## src/rtl/uart_cmd_parser.sv

```systemverilog
`default_nettype none
// +----------------------------------------------------------------------------+
// | Module  : uart_cmd_parser                                                  |
// | Purpose : Decodes the matrix-command header, returns an ACK and assembles  |
// |           the big-endian FP32 operand stream into tagged 32-bit words.     |
// | Revision: 1.0                                                              |
// +----------------------------------------------------------------------------+
module uart_cmd_parser #(
    parameter logic [7:0] OP_MATMUL = 8'h03,
    parameter int         MAX_DIM   = 16,
    parameter bit         ACK_EN    = 1'b1,
    parameter logic [7:0] ACK_BYTE  = 8'hA5,
    parameter int         TIMEOUT   = 1_000_000
) (
    input  logic        clk,
    input  logic        rst,
    input  logic        rx_done,
    input  logic [7:0]  rx_data,
    input  logic        tx_done,
    output logic        tx_send,
    output logic [7:0]  tx_byte,
    output logic [7:0]  a_height,
    output logic [7:0]  a_width,
    output logic [7:0]  h_height,
    output logic [7:0]  h_width,
    output logic        hdr_valid,
    output logic [31:0] fp_data,
    output logic        fp_valid,
    output logic        fp_mat,
    output logic [15:0] fp_idx,
    output logic        pkt_done,
    output logic        err,
    output logic        busy
);
    localparam int         c_GAP_W  = $clog2(TIMEOUT + 1);
    localparam logic [2:0] c_IDLE   = 3'd0;
    localparam logic [2:0] c_HDR    = 3'd1;
    localparam logic [2:0] c_ACK    = 3'd2;
    localparam logic [2:0] c_LOAD_A = 3'd3;
    localparam logic [2:0] c_LOAD_H = 3'd4;

    logic [2:0]         r_state, w_next;
    logic [1:0]         r_hdr_cnt, r_byte_cnt;
    logic [23:0]        r_word;
    logic [15:0]        r_idx, r_target;
    logic [c_GAP_W-1:0] r_gap;
    logic               r_ack_sent;

    logic w_timeout, w_rx, w_loading, w_word_done, w_last, w_hdr_last, w_hdr_ok;
    logic w_opcode_ok, w_err, w_hdr_valid, w_tx_send;

    function automatic logic dim_ok(input logic [7:0] d);
        return (d != 8'd0) && (int'(d) <= MAX_DIM);
    endfunction

    // A byte landing on the timeout cycle is dropped: the timeout wins.
    assign w_timeout   = (r_state == c_HDR || r_state == c_LOAD_A || r_state == c_LOAD_H)
                         && (r_gap == c_GAP_W'(TIMEOUT));
    assign w_rx        = rx_done && !w_timeout;
    assign w_opcode_ok = (r_state == c_IDLE) && rx_done && (rx_data == OP_MATMUL);
    assign w_loading   = (r_state == c_ACK) || (r_state == c_LOAD_A) || (r_state == c_LOAD_H);
    assign w_word_done = w_loading && w_rx && (r_byte_cnt == 2'd3);
    assign w_last      = w_word_done && (r_idx == r_target - 16'd1);
    assign w_hdr_last  = (r_state == c_HDR) && w_rx && (r_hdr_cnt == 2'd3);
    assign w_hdr_ok    = dim_ok(a_height) && dim_ok(a_width) && dim_ok(h_height)
                         && dim_ok(rx_data) && (a_width == h_height);

    always_ff @(posedge clk or posedge rst) begin
        if (rst) r_state <= c_IDLE;
        else     r_state <= w_next;
    end

    always_comb begin
        w_next = r_state;
        case (r_state)
            c_IDLE:   if (w_opcode_ok) w_next = c_HDR;
            c_HDR: begin
                if (w_timeout)       w_next = c_IDLE;
                else if (w_hdr_last) w_next = !w_hdr_ok ? c_IDLE : (ACK_EN ? c_ACK : c_LOAD_A);
            end
            // Operand bytes may already stream in while the ACK is in flight.
            c_ACK: begin
                if (w_last)                       w_next = c_LOAD_H;
                else if (tx_done && r_ack_sent)   w_next = c_LOAD_A;
            end
            c_LOAD_A: begin
                if (w_timeout)   w_next = c_IDLE;
                else if (w_last) w_next = c_LOAD_H;
            end
            c_LOAD_H: begin
                if (w_timeout || w_last) w_next = c_IDLE;
            end
            default:  w_next = c_IDLE;
        endcase
    end

    always_comb begin
        w_err       = ((r_state == c_IDLE) && rx_done && (rx_data != OP_MATMUL))
                      || w_timeout || (w_hdr_last && !w_hdr_ok);
        w_hdr_valid = w_hdr_last && w_hdr_ok;
        w_tx_send   = (r_state == c_ACK) && !r_ack_sent;
    end

    always_ff @(posedge clk or posedge rst) begin
        if (rst) begin
            err       <= 1'b0;
            hdr_valid <= 1'b0;
            tx_send   <= 1'b0;
            tx_byte   <= 8'h00;
            fp_valid  <= 1'b0;
            fp_data   <= 32'h0;
            fp_mat    <= 1'b0;
            fp_idx    <= 16'h0;
            pkt_done  <= 1'b0;
            busy      <= 1'b0;
        end else begin
            err       <= w_err;
            hdr_valid <= w_hdr_valid;
            tx_send   <= w_tx_send;
            fp_valid  <= w_word_done;
            pkt_done  <= w_last && (r_state == c_LOAD_H);
            busy      <= (w_next != c_IDLE);
            if (w_tx_send) tx_byte <= ACK_BYTE;
            if (w_word_done) begin
                fp_data <= {r_word, rx_data};
                fp_mat  <= (r_state == c_LOAD_H);
                fp_idx  <= r_idx;
            end
        end
    end

    always_ff @(posedge clk or posedge rst) begin
        if (rst) begin
            r_hdr_cnt  <= 2'd0;
            r_byte_cnt <= 2'd0;
            r_word     <= 24'h0;
            r_idx      <= 16'h0;
            r_target   <= 16'h0;
            r_gap      <= '0;
            r_ack_sent <= 1'b0;
            a_height   <= 8'h0;
            a_width    <= 8'h0;
            h_height   <= 8'h0;
            h_width    <= 8'h0;
        end else begin
            if (w_timeout || rx_done || r_state == c_IDLE || r_state == c_ACK)
                r_gap <= '0;
            else
                r_gap <= r_gap + c_GAP_W'(1);

            if (w_tx_send)        r_ack_sent <= 1'b1;
            else if (w_hdr_valid) r_ack_sent <= 1'b0;

            if (w_opcode_ok) begin
                r_hdr_cnt <= 2'd0;
            end else if ((r_state == c_HDR) && w_rx) begin
                r_hdr_cnt <= r_hdr_cnt + 2'd1;
                case (r_hdr_cnt)
                    2'd0:    a_height <= rx_data;
                    2'd1:    a_width  <= rx_data;
                    2'd2:    h_height <= rx_data;
                    default: h_width  <= rx_data;
                endcase
            end

            if (w_hdr_valid) begin
                r_target <= 16'(a_height) * 16'(a_width);
                r_idx    <= 16'h0;
            end else if (w_word_done) begin
                if (w_last) begin
                    r_idx    <= 16'h0;
                    r_target <= 16'(h_height) * 16'(h_width);
                end else begin
                    r_idx    <= r_idx + 16'd1;
                end
            end

            // Any return to IDLE discards a partially assembled word.
            if (w_next == c_IDLE || w_hdr_valid) begin
                r_byte_cnt <= 2'd0;
                r_word     <= 24'h0;
            end else if (w_loading && w_rx) begin
                r_byte_cnt <= r_byte_cnt + 2'd1;
                r_word     <= {r_word[15:0], rx_data};
            end
        end
    end
endmodule
`default_nettype wire
```

## config.mk

```make
export PLATFORM = sky130hd
export DESIGN_NAME = uart_cmd_parser
export DESIGN_NICKNAME = d
export VERILOG_FILES = /design/src/rtl/uart_cmd_parser.sv
export SDC_FILE = /design/constraint.sdc
export NUM_CORES = 1
export LEC_CHECK = 0
export BUFFER_PORTS_ARGS = -buffer_cell sky130_fd_sc_hd__buf_2
export CORE_AREA = 10 10 216 218
export CTS_CLUSTER_SIZE = 28
export DETAILED_ROUTE_END_ITERATION = 12
export DIE_AREA = 0 0 226 228
export PLACE_DENSITY = 0.44
export SETUP_SLACK_MARGIN = 0.05
export SLEW_MARGIN = 20
export SYNTH_ARGS = -nofsm -noshare
export SYNTH_HDL_FRONTEND = slang
export SYNTH_SLANG_ARGS = --single-unit
```

## constraint.sdc

```tcl
create_clock -name clk -period 6.3 [get_ports clk]
set_clock_uncertainty 0.05 [all_clocks]
set_input_delay 0.945 -clock clk [delete_from_list [all_inputs] [get_ports clk]]
set_output_delay 0.945 -clock clk [all_outputs]
set_load 0.02 [all_outputs]
```

; Word-level counts from Yosys, hierarchy flattened
; Cells that the tools add are included.
[op_classes]
n_addsub = 5
reduce_logical = 56
n_eq_ne = 13
bitwise_logic = 2
mul = 2
magnitude_cmp = 4
n_mux = 25
[ops]
columns = cell, n
row1 = $mux W16, 6
row2 = $mux W24, 2
row3 = $le A8 B5 Y1 const B, 4
row4 = $mul A8 B8 Y16, 2
row5 = $reduce_bool A8 Y1, 4
row6 = $mux W3, 8
row7 = $logic_and A1 B1 Y1, 23
row8 = $add A20 B1 Y20 const B, 1
row9 = $eq A20 B20 Y1 const B, 1
row10 = $mux W20, 1
row11 = $add A16 B1 Y16 const B, 1
row12 = $eq A16 B16 Y1, 1
row13 = $sub A16 B1 Y16 const B, 1
row14 = $pmux W3 S5, 1
row15 = $reduce_and A3 Y1, 4
row16 = $logic_or A1 B1 Y1, 11
row17 = $mux W2, 5
row18 = $reduce_bool A2 Y1, 5
row19 = $eq A8 B2 Y1 const B, 1
row20 = $eq A8 B8 Y1, 1
row21 = $ne A8 B2 Y1 const B, 1
row22 = $eq A2 B2 Y1 const B, 3
row23 = $eq A3 B2 Y1 const B, 2
row24 = $logic_not A3 Y1, 2
row25 = other kinds (11), 16
[word_totals]
wordCells = 129
inputBits = 12
register_bits = 172

; Depth between registers and ports, before layout
; Gate-level depths: netlist (run 1).
[logic_depth]
depth_word = 15
ltp_mapped = 18

; Least setup slack after synthesis (run 1)
; OpenSTA, ideal clock, no wires.
[synth_path]
kind = reg2reg
from = reg a_width[7]
to = reg r_target[14]
t_required_ns = 6.124
t_arrival_ns = 4.561
stages_incl_launch_ff = 18
path_slack_ns = 1.563
path_buffers = 1
path_cell_list = dfrtp_1 clkbuf_1 nand2_1 fa_1 inv_1 fa_1 inv_1 fa_1 inv_1 fa_1 ha_1 nor3_1 o21a_1 nor3_1 a41o_1 o41ai_1 xnor2_1 a221o_1
[synth_via]
elab_chain_len = 9
elab_cells_between_ends = 14
classes_between = 1 x mul / 1 x order compare / 1 x eq/ne / 1 x mux / 10 x reduce/logical
[synth_rtl]
columns = item, line_no
row1 = "start, declared", 23  ; output logic [7:0] a_width,
row2 = "start signal, assigned", 160  ; 2'd1: a_width <= rx_data;
row3 = "parallel branches: the longest is 9 deep, another holds $mul A8 B8 Y16", -
row4 = "end signal, assigned", 167  ; r_target <= 16'(a_height) * 16'(a_width);
row5 = "end signal, assigned", 172  ; r_target <= 16'(h_height) * 16'(h_width);
row6 = "end, declared", 45  ; logic [15:0] r_idx, r_target;
; Parallel ways; which one is timed is not known.
; A chain may end at the register's enable or synchronous reset.

; Final worst setup path (run 1)
[layout_path]
from = reg a_height[0]
to = reg r_target[15]
[layout_via]
elab_chain_len = 9
elab_cells_between_ends = 13
classes_between = 1 x mul / 1 x order compare / 1 x mux / 10 x reduce/logical
[layout_rtl]
columns = item, line_no
row1 = "start, declared", 22  ; output logic [7:0] a_height,
row2 = "start signal, assigned", 159  ; 2'd0: a_height <= rx_data;
row3 = "parallel branches: the longest is 9 deep, another holds $mul A8 B8 Y16", -
; Parallel ways; which one is timed is not known.

==> results.py, run 1 <==
metrics = {
    "outcome": {
        "outcome": "finished, final reports clean",
    },
    "routing": {
        "via_count": 9614,
        "maxUsedRoutingLayer": "met5",
        "drt_iter0_markers": 715,
        "routed-wl-met2_um": 17770,
        "wl_per_cell_um": 17.91,
        "ant_nets": 0,
        "viasPerCell": 4.851,
        "wl_met1_um": 16350,
        "drc": 0,
        "wl_um": 35500,
        "wl_met3_um": 1009,
        "dr.pass1.iters": 5,
    },
    "timing": {
        "fin_hold_ws_ns": 0.4192,
        "tightest_slew_ns": 1.036,
        "fin_crit_ns": 4.845,
        "rsz0062_at_grt": "false",
        "hold_viol_final": 0,
        "tns_ns": 0,
        "maxSlewHeadroom": 0.3066,
        "setup_violations": 0,
        "fin_crit_sh": 0.7690,
        "drv_slew": 0,
        "clock.fmax_mhz": 206.4,
        "fin_ws_ns": 1.455,
    },
    "setup_path": {
        "endpoint_kind": "register",
        "reg2regPathDepth": 14,
        "r2r-start": "a_height[0]",
        "crit_required_ns": 6.60,
        "critPathLaunchType": "register",
        "timing.reg2reg.setup_slack_ns": 1.46,
        "path_max_fanout": 11,
        "path_class": "reg -> reg",
        "arrival_ns": 5.15,
        "r2r-end": "r_target[15]",
    },
    "place": {
        "io_buffers": 102,
        "routabilityCongestion": 0.8140,
        "dpl_worst_slack_ns": 1.412,
        "place_inst": 1950,
        "hpwl_um": 25840,
    },
    "cts": {
        "cts_hold_buf": 0,
        "clock_path_buffers": 2,
        "cts_made_buffers": 17,
        "cts.sinks": 172,
        "insertion_delay_ns": 0.46,
        "cts_resized": 0,
        "post_cts_buffers": 0,
        "clk_pin_slew_ns": 0.07,
        "cts_root_buf": "clkbuf_16",
        "htree_levels": 4,
        "cts_tree": "done",
    },
    "global_routing": {
        "grt-ovfl-total": 0,
        "grt_max_degree": 78,
        "antenna_found_initial": 1,
        "track_usage": 0.1424,
        "grt_pass1_vias": 9957,
        "grt_pass1_wl_um": 57240,
    },
    "floorplanning": {
        "core_um2": 42510,
        "chipWidth_um": 226,
        "rows": 76,
        "die_h_um": 228,
        "die_area_um2": 51530,
        "start_util": 0.2961,
        "io_pins": 107,
    },
    "finish": {
        "fillers": 4470,
        "drive_gt1_frac": 0.1379,
        "nets": 1588,
        "area_delta_synth_final_pct": 11.80,
        "num_antenna_cells": 0,
        "stdcell_count": 1982,
    },
    "synthesis": {
        "syn_inst": 1376,
        "synth-async-reset-ratio": 1.000,
        "synth.avg_cell_area_um2": 9.146,
        "ys_ff_latch": 172,
        "yosysSeqAreaShare": 0.3420,
        "synth-edff-count": 0,
        "yosysWarnings": 0,
        "synth_area_um2": 12580,
        "ys.flop_type": "dfrtp_1",
        "ys_types": 70,
    },
    "hold_path": {
        "hp-class": "reg -> reg",
        "whs_path_depth": 2,
        "hp-start": "fp_idx[1]",
        "hold_path_end": "fp_idx[1]",
    },
    "flow_run": {
        "cap_violations": 0,
    },
    "pwr": {
        "p_leak_uw": 0.007386,
        "peakVddDrop_mv": 0.1845,
        "powerDensity_nw_per_um2": 222.8,
    },
}
-- Yosys cell counts, drive strengths merged, types with 13 or more instances --
master,number,area (um^2)
nand2,274,1028
dfrtp,172,4304
inv,124,465.5
ha,81,1013
fa,72,1441
clkbuf,60,225.2
and2,58,362.9
nor2,58,217.7
a21oi,47,235.2
nor3,41,210.2
nand3,37,185.2
xnor2,35,306.5
xor2,35,306.5
mux2,33,371.6
mux2i,27,270.3
buf,25,158.9
o21ai,24,142.6
and3,18,112.6
nor4,13,102.6
or3,13,86.33
-- cells by family (layout without fill, tap and decap cells) --
kind of cell               after synthesis  count (layout)  synth area share
AOI/OAI and AO/OA                      145             145           0.07914
xor gates and xnor gates                70              70           0.04872
adders and majority gates              153             153            0.1951
buffers and inverters                  210             267           0.06781
DFF                                    172             172            0.3420
muxes                                   60              60           0.05100
other                                    1               4         0.0002980
and+or+nand+nor                        565             565            0.2159
-- cell usage in the layout, fill, tap and decap left out, types with 5 or more instances in the layout --
| cell type | netlist | routed |
|---|---|---|
| o31ai_1 | 5 | 5 |
| a21oi_1 | 47 | 47 |
| mux2_2 | 33 | 33 |
| or2_2 | 6 | 6 |
| o21a_1 | 9 | 9 |
| nor3_1 | 40 | 40 |
| nor2b_1 | 8 | 8 |
| a21o_1 | 5 | 5 |
| buf_2 | 10 | 102 |
| and3_1 | 18 | 18 |
| xor2_1 | 35 | 35 |
| o21ai_0 | 22 | 22 |
| nor4_1 | 11 | 11 |
| and2_1 | 58 | 58 |
| nand4_1 | 5 | 5 |
| mux2i_1 | 27 | 27 |
| clkbuf_16 | 0 | 17 |
| nor4b_1 | 5 | 5 |
| nand3_1 | 37 | 37 |
| inv_1 | 124 | 123 |
| buf_4 | 8 | 8 |
| nand2b_1 | 7 | 7 |
| ha_1 | 81 | 81 |
| nor2_1 | 58 | 58 |
| o211ai_1 | 10 | 10 |
| or3_1 | 12 | 12 |
| o22ai_1 | 6 | 6 |
| dfrtp_1 | 172 | 172 |
| fa_1 | 72 | 72 |
| nor3b_1 | 5 | 5 |
| xnor2_1 | 35 | 35 |
| nand2_1 | 274 | 274 |
-- cell type report --
class,count,area [um^2],share of cell area
Multi-Input combinational cell,997,7456,0.5299
Sequential cell,172,4304,0.3059
Tap cell,546,683.2,0.04856
Timing Repair Buffer,110,570.5,0.04055
Inverter,125,474.2,0.03370
Clock buffer,20,456.7,0.03246
Clock inverter,12,125.1,0.008893
-- sequential cells by signal, summed over array words and instances (netlist names), 3 cells and up --
register / count
fp_data: 32
r_word: 24
r_gap: 20
fp_idx: 16
r_idx: 16
r_target: 16
a_height: 8
a_width: 8
h_height: 8
h_width: 8
r_state: 3
-- critical path: stages (launching register included) --
cell,delay (ns)
dfrtp_1,0.62
nand2_1,0.16
fa_1,0.56
fa_1,0.56
inv_1,0.06
fa_1,0.50
fa_1,0.49
ha_1,0.36
o21a_1,0.12
o31a_1,0.13
o211ai_1,0.24
a21oi_1,0.14
o31ai_1,0.30
mux2_2,0.38
o211ai_1,0.09
-- where the power goes --
part	total, uW	internal, uW	switching [uW]	leakage [uW]
sequential	1330	1160	172	0.00239
combinational	733	290	443	0.00471
clock	1070	577	496	0.000287
total	3130	2020	1110	0.00739
-- worst max path at each step --
stage | start | endpoint | cells after the start
floorplan | rst | a_height[0] | 1
global placement | a_height[0] | r_target[14] | 13
detailed placement | a_height[0] | r_target[14] | 13
CTS | a_height[0] | r_target[14] | 13
global route | a_height[0] | r_target[15] | 14
finish | a_height[0] | r_target[15] | 14
-- stage by stage --
| step | area (um^2) | power (uW) | utilization |
|---|---|---|---|
| final | 14070 | 3135 | 0.3310 |
| after global routing | 14070 | 3350 | 0.3310 |
| after CTS | 14070 | 3195 | 0.3310 |
| after detailed placement | 13490 | 2100 | 0.3173 |
| after global placement | 13490 | 2095 | 0.3173 |
| after floorplan | 12600 | 1846 | - |
-- metal layers --
metal	track usage	up-vias
met2	0.2404	134
met5	0	-
li1	-	4636
met3	0.02605	17
met1	0.1848	4825
met4	0.03145	2
No activity file was read; power rests on OpenSTA's default activity.
==> run 2, diff against run 1 <==
- ABC_AREA: not set -> 1
- CORE_AREA: 10 10 216 218 -> 10 10 219 221
- DIE_AREA: 0 0 226 228 -> 0 0 229 231
- PLACE_DENSITY: 0.44 -> 0.43
- clock period: 6.3 -> 4.9 ns (I/O delays scaled with it)
==> run 2 against run 1 <==
Compared with the run above:
- combinational power fell by 88%
- utilization rose by 0.56 points
- synthesized cell count increased by 23%
- first-iteration DRC count rose by 9.0%
- critical endpoint is now r_target[13]
- largest power group unchanged
- sequential share of layout area shrank 1.3 points
- sequential power rose by 8%
- final cell count rose by 20%
- largest cell class unchanged
- setup slack got worse by 1.1 ns
- wire length grew 9.9%
- global-route usage grew 0.92 points
==> results.py, run 2 <==
metrics = {
    "routing": {
        "ant_nets": 0,
        "drt_iter0_markers": 779,
        "via_count": 10923,
        "viasPerCell": 4.576,
        "maxUsedRoutingLayer": "met4",
        "drc": 0,
        "routed-wl-met2_um": 18000,
        "wl_um": 39010,
        "wl_met1_um": 19090,
        "wl_met3_um": 1511,
        "dr.pass1.iters": 5,
        "wl_per_cell_um": 16.34,
    },
    "setup_path": {
        "slowest_delay_ns": 0.54,
        "arrival_ns": 4.82,
        "critPathLaunchType": "register",
        "crit_required_ns": 5.19,
        "worstPathCellList": "nand2_1 > fa_1 > inv_1 > fa_1 > inv_1 > fa_1 > inv_1 > fa_1 > ha_1 > nand2_1 > inv_1 > a21oi_1 > o21ai_0 > a21oi_1 > o21bai_1 > a21oi_1 > o21ai_0 > nand2_1 > nor2_1 > nor2_1",
        "path_class": "reg -> reg",
        "endpoint_kind": "register",
        "path_max_fanout": 7,
        "cp_slowest_cell": "fa_1",
    },
    "pwr": {
        "clockPowerShare": 0.467,
        "peakVddDrop_mv": 0.2114,
        "p_comb_frac": 0.032,
        "seq_power_share": 0.501,
        "switching_share": 0.2428,
        "total_power_uw": 2857,
        "internal_power_uw": 2163,
        "powerDensity_nw_per_um2": 194.0,
        "p_leak_uw": 0.008160,
        "p_sw_uw": 693.6,
    },
    "place": {
        "routabilityCongestion": 0.8553,
        "placed_area_um2": 14130,
        "hpwl_um": 30690,
        "place_inst": 2353,
        "io_buffers": 102,
    },
    "timing": {
        "maxSlewHeadroom": 0.4271,
        "tns_ns": 0,
        "fin_crit_ns": 4.527,
        "tightest_slew_ns": 0.8593,
        "clock.fmax_mhz": 220.9,
        "setup_violations": 0,
        "rsz0062_at_grt": "false",
        "drv_slew": 0,
        "hold_viol_final": 0,
        "fin_crit_sh": 0.9239,
    },
    "synthesis": {
        "synth_most_common_cell": "nand2_1",
        "ys.flop_type": "dfrtp_1",
        "synth_top_cells_by_area": "dfrtp_1 (33%), nand2_1 (12%), fa_1 (11%)",
        "synth-async-reset-ratio": 1.000,
        "syn_inst": 1689,
        "synthTopCellsByCount": "nand2_1 (423), inv_1 (309), dfrtp_1 (172)",
        "post-synth-top-area-cell": "dfrtp_1",
        "ys_ff_latch": 172,
        "ys_types": 47,
        "synth-edff-count": 0,
        "synth_area_um2": 12910,
        "yosysWarnings": 0,
        "synth_top_area_share": 0.3334,
        "yosysSeqAreaShare": 0.3334,
        "synth.avg_cell_area_um2": 7.644,
    },
    "global_routing": {
        "grt_pass1_wl_um": 63420,
        "grt-ovfl-total": 0,
        "antenna_found_initial": 2,
        "grt_max_degree": 141,
        "track_usage": 0.1516,
        "grt_pass1_vias": 11254,
    },
    "cts": {
        "insertion_delay_ns": 0.45,
        "cts_tree": "done",
        "cts_root_buf": "clkbuf_16",
        "clk_pin_slew_ns": 0.07,
        "cts_made_buffers": 17,
        "cts.sinks": 172,
        "clock_path_buffers": 2,
        "htree_levels": 4,
        "cts_hold_buf": 0,
    },
    "floorplanning": {
        "rows": 77,
        "chipWidth_um": 229,
        "die_area_um2": 52900,
        "die_h_um": 231,
        "start_util": 0.2952,
        "core_um2": 43740,
        "io_pins": 107,
    },
    "hold_path": {
        "hp-class": "in -> async",
    },
    "finish": {
        "final_common_cell": "nand2_1",
        "nets": 1947,
        "final_cell_area_um2": 14720,
        "stdcell_count": 2387,
        "area_delta_synth_final_pct": 14.04,
        "fin_util": 0.3366,
        "top_register": "fp_data",
        "drive_gt1_frac": 0.1214,
        "final_cell_mix": "nand2_1 (423), inv_1 (307), dfrtp_1 (164)",
        "num_antenna_cells": 0,
        "largestRegisters": "fp_data: 32 flops, r_word: 24 flops, r_gap: 20 flops",
        "largest_reg_flops": 32,
    },
    "flow_run": {
        "cap_violations": 0,
    },
    "outcome": {
        "outcome": "finished, final reports clean",
    },
}
[run 2: cell count changes in the layout (fill, tap and decap cells not counted), moves of 12 or more]
cell	before	now
inv_1	123	307
nand3_1	37	49
mux2i_1	27	1
nor2_1	58	121
xnor2_1	35	11
and2_1	58	1
nand4_1	5	27
o21ai_0	22	140
nor2_2	0	17
mux2_2	33	0
buf_4	8	39
and3_1	18	2
nand2_1	274	423
or3_1	12	0
[run 2: power by group through the flow]
stage | Combinational (uW) | Clock (uW) | Sequential (uW)
finish | 91.4 | 1340 | 1430
global route | 104 | 1440 | 1430
CTS | 94.9 | 1380 | 1430
detailed placement | 94.7 | 0 | 1460
global placement | 94.5 | 0 | 1460
floorplan | 54.0 | 0 | 1460
[run 2: cell type report]
class	instances	area (um^2)
clock buffers	21	450.4
fillers	4786	29020
well taps	592	740.7
clock inverters	11	110.1
multi-input cells	1138	7113
flip-flops and latches	172	4314
repair buffers	142	823.3
inverters	311	1171
[run 2: logic make-up after synthesis]
| kind of cell | Yosys count | synth area share |
|---|---|---|
| AOI/OAI and AO/OA | 229 | 0.09508 |
| xor gates and xnor gates | 49 | 0.03324 |
| adders and majority gates | 153 | 0.1902 |
| buffers and inverters | 382 | 0.1168 |
| DFF | 172 | 0.3334 |
| muxes | 1 | 0.0007754 |
| other | 1 | 0.0002905 |
| and+or+nand+nor | 702 | 0.2303 |
[run 2: worst max-delay path: cells and delay by family, from the launching register on]
| kind | cells | cell delay [ns] |
|---|---|---|
| AO/OA/AOI/OAI | 6 | 0.86 |
| adder cells (fa/ha/maj) | 5 | 2.37 |
| buffers and inverters | 4 | 0.23 |
| flip-flops | 1 | 0.52 |
| AND/OR/NAND/NOR | 5 | 0.40 |
[run 2: final timing paths]
kind / from / end / slack (ns) / cells past startpoint
min in group clk: r_gap[0] / r_gap[0] / 0.42 / 1
setup reg to reg: h_height[4] / r_target[13] / 0.37 / 20
hold / removal: rst / fp_data[7] / 0.38 / 3
max in group asynchronous: rst / r_gap[4] / 3.73 / 3
setup / recovery: h_height[4] / r_target[13] / 0.37 / 20
hold reg to reg: r_gap[0] / r_gap[0] / 0.42 / 1
[run 2: timing repair]
item | 4_1_cts | 5_1_grt
endpoints found under the setup margin | 0 | 3
resized for setup | 0 | 12
setup buffers | 0 | 2
[run 2: routing by layer]
metal  GRT usage  up-vias
met5           0        -
li1            -     5424
met4     0.03269        0
met3     0.02612       25
met2      0.2497      207
met1      0.2045     5267
[run 2: through the flow]
stage / setup WS [ns] / hold WS (ns)
floorplan: 0.1901 / 0.3822
global placement: 0.1989 / 0.4019
detailed placement: 0.1566 / 0.4074
CTS: 0.1312 / 0.3746
global route: 0.06529 / 0.4066
finish: 0.3729 / 0.3789
==> run 3, diff against run 2 <==
- CORE_AREA: 10 10 219 221 -> 2 2 211 213
- DIE_AREA: 0 0 229 231 -> 0 0 213 215
==> run 3 against run 2 <==
Compared with the run above:
- first-iteration DRC count decreased by 5.3%
- wire length down 2.1%
- highest routed layer unchanged
- non-clock buffer count decreased by 3
- combinational power rose by 0.8%
- setup slack worse by 0.021 ns
- clock power grew 9.7%
- count of clock-buffer cells in the layout shrank 2
- final cell count fell by 0.13%
- sequential share of layout area shrank 0.058 points
==> results.py, run 3 (same netlist as run 2, synthesis figures left out) <==
metrics = {
    "setup_path": {
        "crit_family": "adder cells",
        "path_max_fanout": 9,
        "timing.reg2reg.setup_slack_ns": 0.35,
        "reg2regPathDepth": 17,
        "cp_slowest_cell": "fa_1",
        "arrival_ns": 4.88,
        "critPathLaunchType": "register",
        "crit_required_ns": 5.23,
        "path_class": "reg -> reg",
        "worstPathCellList": "buf_4 > nand2_1 > fa_1 > inv_1 > fa_1 > inv_1 > fa_1 > fa_1 > inv_1 > ha_1 > a21oi_1 > o21ai_0 > a21o_1 > a31oi_1 > xor2_1 > nand2_1 > a31oi_1",
        "critPathBufInv": 4,
        "r2r-end": "r_target[12]",
        "cpMostUsedCell": "fa_1",
        "slowest_delay_ns": 0.58,
        "endpoint_kind": "register",
        "r2r-start": "a_width[4]",
    },
    "timing": {
        "drv_slew": 0,
        "fin_crit_sh": 0.9281,
        "rsz0062_at_grt": "false",
        "hold_viol_final": 0,
        "tightest_slew_ns": 0.9989,
        "tns_ns": 0,
        "fin_crit_ns": 4.548,
        "maxSlewHeadroom": 0.3341,
        "clock.fmax_mhz": 219.9,
        "setup_violations": 0,
    },
    "finish": {
        "largest_reg_flops": 32,
        "top_register": "fp_data",
        "drive_gt1_frac": 0.1222,
        "largestRegisters": "fp_data: 32 flops, r_word: 24 flops, r_gap: 20 flops",
        "nets": 1944,
        "final_cell_mix": "nand2_1 (423), inv_1 (307), dfrtp_1 (162)",
        "area_delta_synth_final_pct": 14.33,
        "final_cell_area_um2": 14760,
        "num_antenna_cells": 0,
        "final_common_cell": "nand2_1",
        "fillers": 4731,
    },
    "pwr": {
        "clockPowerShare": 0.491,
        "powerDensity_nw_per_um2": 202.3,
        "p_comb_frac": 0.031,
        "switching_share": 0.2531,
        "total_power_uw": 2987,
        "p_sw_uw": 755.8,
        "internal_power_uw": 2231,
        "seq_power_share": 0.479,
        "p_leak_uw": 0.008171,
        "peakVddDrop_mv": 0.1888,
    },
    "cts": {
        "cts_root_buf": "clkbuf_16",
        "cts.sinks": 172,
        "clock_path_buffers": 2,
        "insertion_delay_ns": 0.46,
        "htree_levels": 4,
        "cts_tree": "done",
        "post_cts_buffers": 0,
        "clk_pin_slew_ns": 0.07,
        "cts_made_buffers": 17,
    },
    "place": {
        "placed_area_um2": 14130,
        "io_buffers": 102,
        "routabilityCongestion": 0.8834,
        "hpwl_um": 29870,
    },
    "routing": {
        "wl_um": 38180,
        "drt_iter0_markers": 738,
        "ant_nets": 0,
        "wl_per_cell_um": 16.01,
        "dr.pass1.iters": 6,
        "drc": 0,
        "viasPerCell": 4.570,
        "via_count": 10894,
    },
    "global_routing": {
        "track_usage": 0.1736,
        "grt-ovfl-total": 0,
        "grt_pass1_wl_um": 61510,
        "grt_pass1_vias": 10859,
        "antenna_found_initial": 1,
        "grt_max_degree": 173,
    },
    "floorplanning": {
        "rows": 77,
        "start_util": 0.2958,
        "die_h_um": 215,
        "chipWidth_um": 213,
        "core_um2": 43640,
        "die_area_um2": 45800,
        "io_pins": 107,
    },
    "hold_path": {
        "hold_path_end": "fp_idx[13]",
        "hp-class": "reg -> reg",
        "whs_path_depth": 2,
        "hp-start": "fp_idx[13]",
    },
    "flow_run": {
        "cap_violations": 0,
    },
    "outcome": {
        "outcome": "finished, final reports clean",
    },
}
-- run 3: changes by cell type in the layout (fill, tap and decap cells not counted), moves of 2 or more --
cell,delta
clkbuf_1,-2
clkinv_2,-2
buf_4,-3
dfrtp_2,+2
clkinv_8,+2
inv_6,+2
dfrtp_1,-2
-- run 3: worst max path at each step --
stage | start | endpoint | slack, ns | cells after the start
4_1_cts | h_width[3] | r_target[13] | 0.19 | 17
5_1_grt | a_width[4] | r_target[13] | 0.06 | 21
2_1_floorplan | a_width[4] | r_target[13] | 0.19 | 21
3_3_place_gp | h_width[3] | r_target[13] | 0.22 | 19
6_report | a_width[4] | r_target[12] | 0.35 | 17
3_5_place_dp | h_width[3] | r_target[13] | 0.20 | 17
-- run 3: routing by layer --
metal  wire length [um]  up-vias  share of wire  GRT usage
li1                   -     5428              -          -
met1              18890     5281           0.49     0.2471
met2              17820      169           0.47     0.2801
met3               1214       16          0.032    0.02630
met4                251        0         0.0066    0.03193
met5                  0        -              0          0
-- run 3: power by group through the flow --
stage	combinational [uW]	clock (uW)	sequential, uW
floorplan	54.0	0	1460
global placement	95.2	0	1460
detailed placement	95.1	0	1460
CTS	95.5	1510	1430
global route	105	1560	1430
finish	92.1	1470	1430
-- run 3: layout make-up --
| cell class | count | area (um^2) | share of cell area |
|---|---|---|---|
| Timing Repair Buffer | 139 | 800.8 | 0.05425 |
| Sequential cell | 172 | 4317 | 0.2924 |
| Tap cell | 592 | 740.7 | 0.05018 |
| Clock buffer | 19 | 442.9 | 0.03001 |
| Multi-Input combinational cell | 1138 | 7113 | 0.4819 |
| Clock inverter | 13 | 175.2 | 0.01187 |
| Inverter | 311 | 1171 | 0.07934 |
-- run 3: per-stage QoR --
stage / std cells / setup slack [ns] / hold WS [ns] / util
final: 2384 / 0.3522 / 0.4201 / 0.3382
after global routing: 2384 / 0.05810 / 0.4579 / 0.3382
after CTS: 2384 / 0.1923 / 0.4230 / 0.3378
after detailed placement: 2352 / 0.2003 / 0.4041 / 0.3237
after global placement: 2352 / 0.2246 / 0.4007 / 0.3237
after floorplan: 1692 / 0.1901 / 0.3822 / -
-- run 3: worst register-to-register path: stages, from the launching register on --
cell and delay, ns:
dfrtp_1 0.47, buf_4 0.23, nand2_1 0.09, fa_1 0.58, inv_1 0.06, fa_1 0.47, inv_1 0.05, fa_1 0.50
fa_1 0.55, inv_1 0.04, ha_1 0.34, a21oi_1 0.18, o21ai_0 0.14, a21o_1 0.20, a31oi_1 0.16, xor2_1 0.17
nand2_1 0.07, a31oi_1 0.12
-- run 3: timing repair --
action                                  in CTS  in global routing
resized for setup                            0                 14
endpoints found under the setup margin       0                  2
hold buffers                                 0                  0
